<file path="config.mk">
export PLATFORM = sky130hd
export DESIGN_NAME = branch_resolve_pipe
export DESIGN_NICKNAME = d
export VERILOG_FILES = /design/src/rtl/branch_resolve_pipe.sv
export SDC_FILE = /design/constraint.sdc
export NUM_CORES = 1
export LEC_CHECK = 0
export CAP_MARGIN = 20
export CORE_UTILIZATION = 54
export CTS_BUF_LIST = sky130_fd_sc_hd__clkbuf_16
export DETAILED_ROUTE_END_ITERATION = 12
export GPL_TIMING_DRIVEN = 0
export PLACE_DENSITY = 0.85
export REMOVE_ABC_BUFFERS = 1
export SLEW_MARGIN = 10
export SYNTH_ARGS = -nofsm -noshare
export SYNTH_HDL_FRONTEND = slang
export SYNTH_SLANG_ARGS = --single-unit
</file>
<file path="constraint.sdc">
create_clock -name clk -period 7.25 [get_ports clk]
set_input_delay 1.45 -clock clk [delete_from_list [all_inputs] [get_ports clk]]
set_output_delay 1.45 -clock clk [all_outputs]
set_load 0.01 [all_outputs]
</file>
<file path="src/rtl/branch_resolve_pipe.sv">
// Branch resolution unit: evaluates branch conditions, computes next PC, flags mispredicts,
// and carries results through an elastic valid/ready pipeline with saturating statistics.
package lib_pkg;
    typedef enum logic [3:0] {
        CMP_BEQ  = 4'h0,
        CMP_BNE  = 4'h1,
        CMP_BLT  = 4'h4,
        CMP_BGE  = 4'h5,
        CMP_BLTU = 4'h6,
        CMP_BGEU = 4'h7
    } cmp_type_t;
endpackage

module branch_resolve_pipe
    import lib_pkg::*;
#(
    parameter int WIDTH  = 32,
    parameter int STAGES = 2,
    parameter int TAG_W  = 5,
    parameter int CNT_W  = 16
) (
    input  logic             clk,
    input  logic             rst,
    input  logic             flush,
    input  logic             in_valid,
    output logic             in_ready,
    input  cmp_type_t        cmp_type,
    input  logic [WIDTH-1:0] in0,
    input  logic [WIDTH-1:0] in1,
    input  logic [WIDTH-1:0] pc,
    input  logic [WIDTH-1:0] imm,
    input  logic             pred_taken,
    input  logic [TAG_W-1:0] tag,
    output logic             out_valid,
    input  logic             out_ready,
    output logic             taken,
    output logic [WIDTH-1:0] next_pc,
    output logic             mispredict,
    output logic             illegal,
    output logic [TAG_W-1:0] out_tag,
    input  logic             clr_cnt,
    output logic [CNT_W-1:0] br_count,
    output logic [CNT_W-1:0] mis_count
);

    typedef struct packed {
        logic             taken;
        logic             mispredict;
        logic             illegal;
        logic [WIDTH-1:0] next_pc;
        logic [TAG_W-1:0] tag;
    } slot_t;

    slot_t             eval_d;
    slot_t             slot_q [STAGES];
    logic [STAGES-1:0] vld_q;
    logic [STAGES:0]   rdy;
    logic              cond;
    logic              legal;
    logic [WIDTH-1:0]  pc_plus4;
    logic [WIDTH-1:0]  target;
    logic              out_hs;

    always_comb begin
        pc_plus4 = pc + WIDTH'(4);
        target   = pc + imm;
        cond     = 1'b0;
        legal    = 1'b1;
        case (cmp_type)
            CMP_BEQ:  cond = (in0 == in1);
            CMP_BNE:  cond = (in0 != in1);
            CMP_BLT:  cond = ($signed(in0) <  $signed(in1));
            CMP_BGE:  cond = ($signed(in0) >= $signed(in1));
            CMP_BLTU: cond = (in0 <  in1);
            CMP_BGEU: cond = (in0 >= in1);
            default:  legal = 1'b0;
        endcase
        eval_d.taken      = legal && cond;
        eval_d.mispredict = legal && (cond != pred_taken);
        eval_d.illegal    = !legal;
        eval_d.next_pc    = (legal && cond) ? target : pc_plus4;
        eval_d.tag        = tag;
    end

    // Ready ripples back from the consumer so a full pipe can shift without bubbles.
    always_comb begin
        rdy         = '0;
        rdy[STAGES] = out_ready;
        for (int unsigned k = 0; k < STAGES; k++) begin
            rdy[STAGES-1-k] = !vld_q[STAGES-1-k] || rdy[STAGES-k];
        end
    end

    assign in_ready   = rdy[0] && !flush;
    assign out_valid  = vld_q[STAGES-1] && !flush;
    assign out_hs     = out_valid && out_ready;
    assign taken      = slot_q[STAGES-1].taken;
    assign mispredict = slot_q[STAGES-1].mispredict;
    assign illegal    = slot_q[STAGES-1].illegal;
    assign next_pc    = slot_q[STAGES-1].next_pc;
    assign out_tag    = slot_q[STAGES-1].tag;

    always_ff @(posedge clk or posedge rst) begin
        if (rst) begin
            vld_q <= '0;
            for (int unsigned i = 0; i < STAGES; i++) begin
                slot_q[i] <= '0;
            end
        end else if (flush) begin
            vld_q <= '0;
        end else begin
            if (rdy[0]) begin
                vld_q[0] <= in_valid;
                if (in_valid) begin
                    slot_q[0] <= eval_d;
                end
            end
            for (int unsigned i = 1; i < STAGES; i++) begin
                if (rdy[i]) begin
                    vld_q[i] <= vld_q[i-1];
                    if (vld_q[i-1]) begin
                        slot_q[i] <= slot_q[i-1];
                    end
                end
            end
        end
    end

    always_ff @(posedge clk or posedge rst) begin
        if (rst) begin
            br_count  <= '0;
            mis_count <= '0;
        end else if (clr_cnt) begin
            br_count  <= '0;
            mis_count <= '0;
        end else if (out_hs) begin
            if (!illegal && br_count != '1) begin
                br_count <= br_count + CNT_W'(1);
            end
            if (mispredict && mis_count != '1) begin
                mis_count <= mis_count + CNT_W'(1);
            end
        end
    end

endmodule

</file>
======== After elaboration in Yosys (flattened, before gate mapping) ========
Cells that the tools add are included.
storage, ports and cells
  memories ................................ 0
  latch bits .............................. 0
  logic and storage cells ................. 70
  bits in writable memories ............... 0
  bits in registers ....................... 114
  ROM bits ................................ 0
operators by class
  order comparisons ....................... 4
  mux-type cells .......................... 12
  reduce and logical (&&, ||, !) cells .... 25
  multipliers ............................. 0
  div/mod/pow operators ................... 0
  add/sub/neg operators ................... 4
  shift-type cells ........................ 0
  bitwise logic cells ..................... 1
  equal/unequal tests ..................... 10
operator list
  operator                                              number
  two-way mux 16 bit                                    6
  >= comparator 32 bit                                  2
  < comparator 32 bit                                   2
  adder 16 x 1 -> 16 bit (second input constant)        2
  adder 32 x 3 -> 32 bit (second input constant)        1
  adder 32 bit                                          1
  equality test 32 bit                                  1
  two-way mux 32 bit                                    1
  inequality test 16 bit (second input constant)        2
  inequality test 32 bit                                1
  equality test 4 x 3 -> 1 bit (second input constant)  4
  nonzero test 2 bit                                    5
  logical AND 1 bit                                     7
  one-hot mux 1 bit (6 select lines)                    1
  AND reduction 3 bit                                   2
  OR reduction 6 bit                                    1
  logical NOT 1 bit                                     5
  equality test 4 x 1 -> 1 bit (second input constant)  1
  logical NOT 4 bit                                     1
  AND reduction 2 bit                                   2
  two-way mux 1 bit                                     3
  logical OR 1 bit                                      2
  two-way mux 2 bit                                     1
  inequality test 1 bit                                 1
  inverter 1 bit                                        1

======== Depth between registers and ports, before layout ========
  depth after elaboration ................. 5
  depth in mapped cells ................... 14
  mapped depth without buffers ............ 13

======== Least setup slack after synthesis ========
No wires, ideal clock.
  path type ............................... input port to flip-flop
  start point ............................. input in1[17]
  end point ............................... register slot_q[75] in the netlist's numbering
  data arrival time ....................... 3.658 ns
  path buffers ............................ 1
  slack ................................... 3.468 ns
  stages .................................. 12
  cells stage by stage .................... inv_1 > ha_1 > a21o_1 > nand3_1 > a2111oi_1 > or4_4 > a211o_1 > o32ai_2 > o22a_4 > buf_8 > o21ai_1 > a211o_1
on the way
  longest elaborated chain between the ends .. 4
  elaborated cells on any way between the ends .. 9
ends and longest elaborated chain
  item                                                RTL line  source
  start, declared                                     29        input logic [WIDTH-1:0] in1,
  >= comparator 32 bit, or another cell as far along  75        CMP_BGEU: cond = (in0 >= in1);
  one-hot mux 1 bit (6 select lines) (*)              69        case (cmp_type)
  logical AND 1 bit (*)                               81        eval_d.next_pc = (legal && cond) ? target : pc_plus4;
  two-way mux 32 bit (*)                              81
  end signal, assigned by index                       122       slot_q[i] <= slot_q[i-1];
  end, declared                                       55        slot_t slot_q [STAGES];
Every way passes the cells marked *; elsewhere a longest branch is shown, timed or not.
A chain may end at the register's enable or synchronous reset.

======== Final worst setup path ========
  start point ............................. input in1[27]
  end point ............................... register slot_q[47] in the netlist's numbering
Same word-level chain as after synthesis.

==> results summary <==
The async set-or-reset flop fraction in the synthesized netlist is 1.000. The critical path capture point type is a register. The count of TritonRoute iterations in the first routing pass is 7. The top-level port count came out at around 220.

At the worst endpoint, the required time is 7570 ps. The hold buffer count at cts is 0. The worst IR drop on VDD is 0.0001944 V.

The count of warnings emitted by yosys is 0. The static leakage is 4.735 nW. The clock slew seen by the registers of the worst setup and hold paths is roughly 50 ps. The total wire length after detailed routing is a little under 20 mm. The global-route wire length before repair came out at 33.66 mm. The floorplan step defined a die boundary enclosing ~15000 sq um. The repair_antennas step left the layout with diodes totalling 0. The number of buffers created by CTS came out at 17. The number of buffers on the longest clock path came out at 2. TritonCTS built the clock tree. The starting density of the core came out at 0.5550. The sequential cell area fraction in the yosys report came out at 0.3523. Summed over all layers, the global routing overflow is 0.

The number of levels in the clock H-tree came out at 4. Clock skew on the completed layout was measured at about 12 ps. The final net count came out at about 1300. After synthesis the cells add up to a little over 8000 sq um. The total clock sinks is approximately 110.

The count of buffers added by post-CTS timing repair for setup came out at 0. The core occupancy in the finished layout is 0.7411. The relative slew slack is 0.4842.

Data arrives at the worst endpoint at roughly 4800 ps. Entering global routing, the biggest net connects 77 pins. The nature of the critical path startpoint is an input pin. The flow ran to the end, and the final reports show no timing, DRC or antenna violations. The transition time at the pin with the least slew margin is 773.8 ps. In the final routed layout, each cell accounts on average for 15.34 microns. The number of setup violations in the final report came out at 0. The total half-perimeter wirelength after legalization and detailed placement came out at 15.29 mm.

The worst path needs 4468 ps of the cycle, external delays included. The final worst-path cycle share is 0.6162. The number of antenna violations at the first check in global routing was 0.

Total power for the finished layout comes to between 2 and 2.5 mW. After detailed routing, the number of vias per cell comes to 5.548. The number of fill cells in the layout came out at between 1000 and 1500. The violation count after the first detailed-routing iteration is roughly 280.

Setup repair after global routing left no endpoint under its margin. The number of global-route vias before repair was 7103. Measured along the x axis, the die boundary spans 124.5 microns.

The number of max-cap violations came out at 0. Counting tap cells, the placed design contains a total of about 1300 instances. The die height came out at 124.5 microns. The post-synthesis area per instance is 8.858 sq um.

By startpoint and endpoint, the worst setup path is classified as in2reg. Static timing analysis puts the maximum clock frequency at 223.8 MHz. The root buffer selected by CTS is sky130_fd_sc_hd__clkbuf_16. The peak fanout along the critical path came out at 59. The power per cell area came out at 213.4 nW/um^2. The number of flops mapped to enable cells by yosys is 0. The antenna violation net count after detailed routing came out at 0. Leaving out filler cells and counting taps, the final layout contains ~1300. The floorplan core area came out at ~15000 sq um. The via count came out at approximately 7000. The synthesized netlist contains 60 unique library cells. The standard-cell row count is 44.

The total DRC errors in the routed layout came out at 0. The count of state elements after synthesis came out at ~110. The count of instances resized after the clock tree is built is 0. The final weighted congestion of routability-driven global placement came out at 0.9192.

The quantity of I/O buffers inserted on ports came out at approximately 220. The synthesized instance count is 914. The count of final hold-check violations is 0. The all-layer global routing usage is 0.2672. The type of the worst min-delay path is reg2reg. Compared with the post-synthesis result, the final layout area differs by 33.53%. The most frequently used flop master after synthesis is sky130_fd_sc_hd__dfrtp_1. The ratio of cells with drive above 1 in the final layout is 0.08220.

The number of pins exceeding their max-slew limit in the final report is 0. The clock latency at the later pin of the worst-skew pair came out at 420 ps.
-- layout by cell type, fill, tap and decap left out, drive strengths merged, types with 10 or more instances in the layout --
cell / netlist / final
a21o: 10 / 10
a21oi: 73 / 73
and3: 11 / 11
clkbuf: 19 / 17
clkdlybuf4s50: 0 / 217
dfrtp: 114 / 114
ha: 66 / 66
inv: 53 / 56
mux2: 41 / 41
nand2: 104 / 104
nand3: 45 / 45
nand4: 20 / 20
nor2: 65 / 65
nor3: 13 / 13
o21ai: 64 / 64
xnor2: 35 / 35
xor2: 43 / 43
-- cells by family (layout without fill, tap and decap cells) --
kind of cell	count (synthesis)	in the layout	share of synthesized area
AO/OA/AOI/OAI	195	195	0.1459
XOR/XNOR	78	78	0.08438
adder cells (fa/ha/maj)	67	67	0.1045
buffers and inverters	116	309	0.07588
flip-flops	114	114	0.3523
multiplexers	49	49	0.06691
AND/OR/NAND/NOR	295	295	0.1701
-- state kept, by name, indices dropped and copies added (netlist names), 2 cells and up --
signal and flops:
br_count 16, slot_q 40, mis_count 16, vld_q 2, out_tag 5, next_pc 32
-- cell type report --
| class | instances | area, sq um | area share |
|---|---|---|---|
| multi-input combinational | 684 | 4637 | 0.4289 |
| clock inverter | 15 | 190.2 | 0.01759 |
| timing repair buffer | 224 | 2272 | 0.2102 |
| inverter | 53 | 203.9 | 0.01886 |
| sequential | 114 | 2853 | 0.2639 |
| clock buffer | 17 | 425.4 | 0.03935 |
| tap | 184 | 230.2 | 0.02129 |
-- layer usage --
metal | routed length (microns) | global-route usage
met1 | 8595 | 0.3409
met2 | 9943 | 0.4556
met3 | 842 | 0.04553
met4 | 422 | 0.09284
met5 | 0 | 0
-- power by group --
group | internal (mW) | switching (mW) | leakage [nW]
clock | 0.571 | 0.298 | 0.296
sequential | 0.740 | 0.0603 | 1.46
combinational | 0.348 | 0.290 | 2.98
total | 1.66 | 0.648 | 4.74
-- stage by stage --
stage | cell area (sq um) | setup WS [ps] | hold slack, ps | TNS (ps)
after floorplan | 7681 | 2199 | 440.1 | 0
after global placement | 10080 | -177.4 | 453.9 | -6678
after detailed placement | 10200 | 2347 | 464.2 | 0
after CTS | 10810 | 2758 | 479.0 | 0
after global routing | 10810 | 2585 | 498.0 | 0
final | 10810 | 2782 | 475.3 | 0
-- cells in the mapped netlist (all sizes together), types with 13 or more instances --
library cell    n  area (sq um)
dfrtp         114          2853
nand2         104         392.9
a21oi          73         365.4
ha             66         825.8
nor2           65         244.0
o21ai          64         320.3
inv            53         198.9
nand3          45         225.2
buf            44         344.1
xor2           43         376.6
mux2           41         461.7
xnor2          35         306.5
nand4          20         125.1
clkbuf         19         71.32
nor3           13         70.07
-- path summary, 6_finish.rpt --
path                       slack (ps)                     from  cells past startpoint                        to
max                              2780                  in1[27]                     12    slot_q[47]$_DFFE_PP0P_
min                               480   slot_q[43]$_DFFE_PP0P_                      2    slot_q[43]$_DFFE_PP0P_
max reg2reg                      4870  br_count[3]$_DFFE_PP0P_                      8  br_count[15]$_DFFE_PP0P_
min reg2reg                       480   slot_q[43]$_DFFE_PP0P_                      2    slot_q[43]$_DFFE_PP0P_
max in group asynchronous        5130                      rst                      3    slot_q[44]$_DFFE_PP0P_
min in group asynchronous        1420                      rst                      2    slot_q[73]$_DFFE_PP0P_
-- worst max-delay path, stage by stage --
cell,delay (ps)
sky130_fd_sc_hd__clkdlybuf4s50_1,460
sky130_fd_sc_hd__inv_1,40
sky130_fd_sc_hd__ha_1,310
sky130_fd_sc_hd__nand4_1,200
sky130_fd_sc_hd__nor2_1,70
sky130_fd_sc_hd__o2bb2ai_1,140
sky130_fd_sc_hd__or4_4,460
sky130_fd_sc_hd__a211o_1,260
sky130_fd_sc_hd__o32ai_2,220
sky130_fd_sc_hd__o22a_4,610
sky130_fd_sc_hd__mux2_2,400
sky130_fd_sc_hd__o21ai_0,150
No activity file was read; power rests on OpenSTA's default activity.
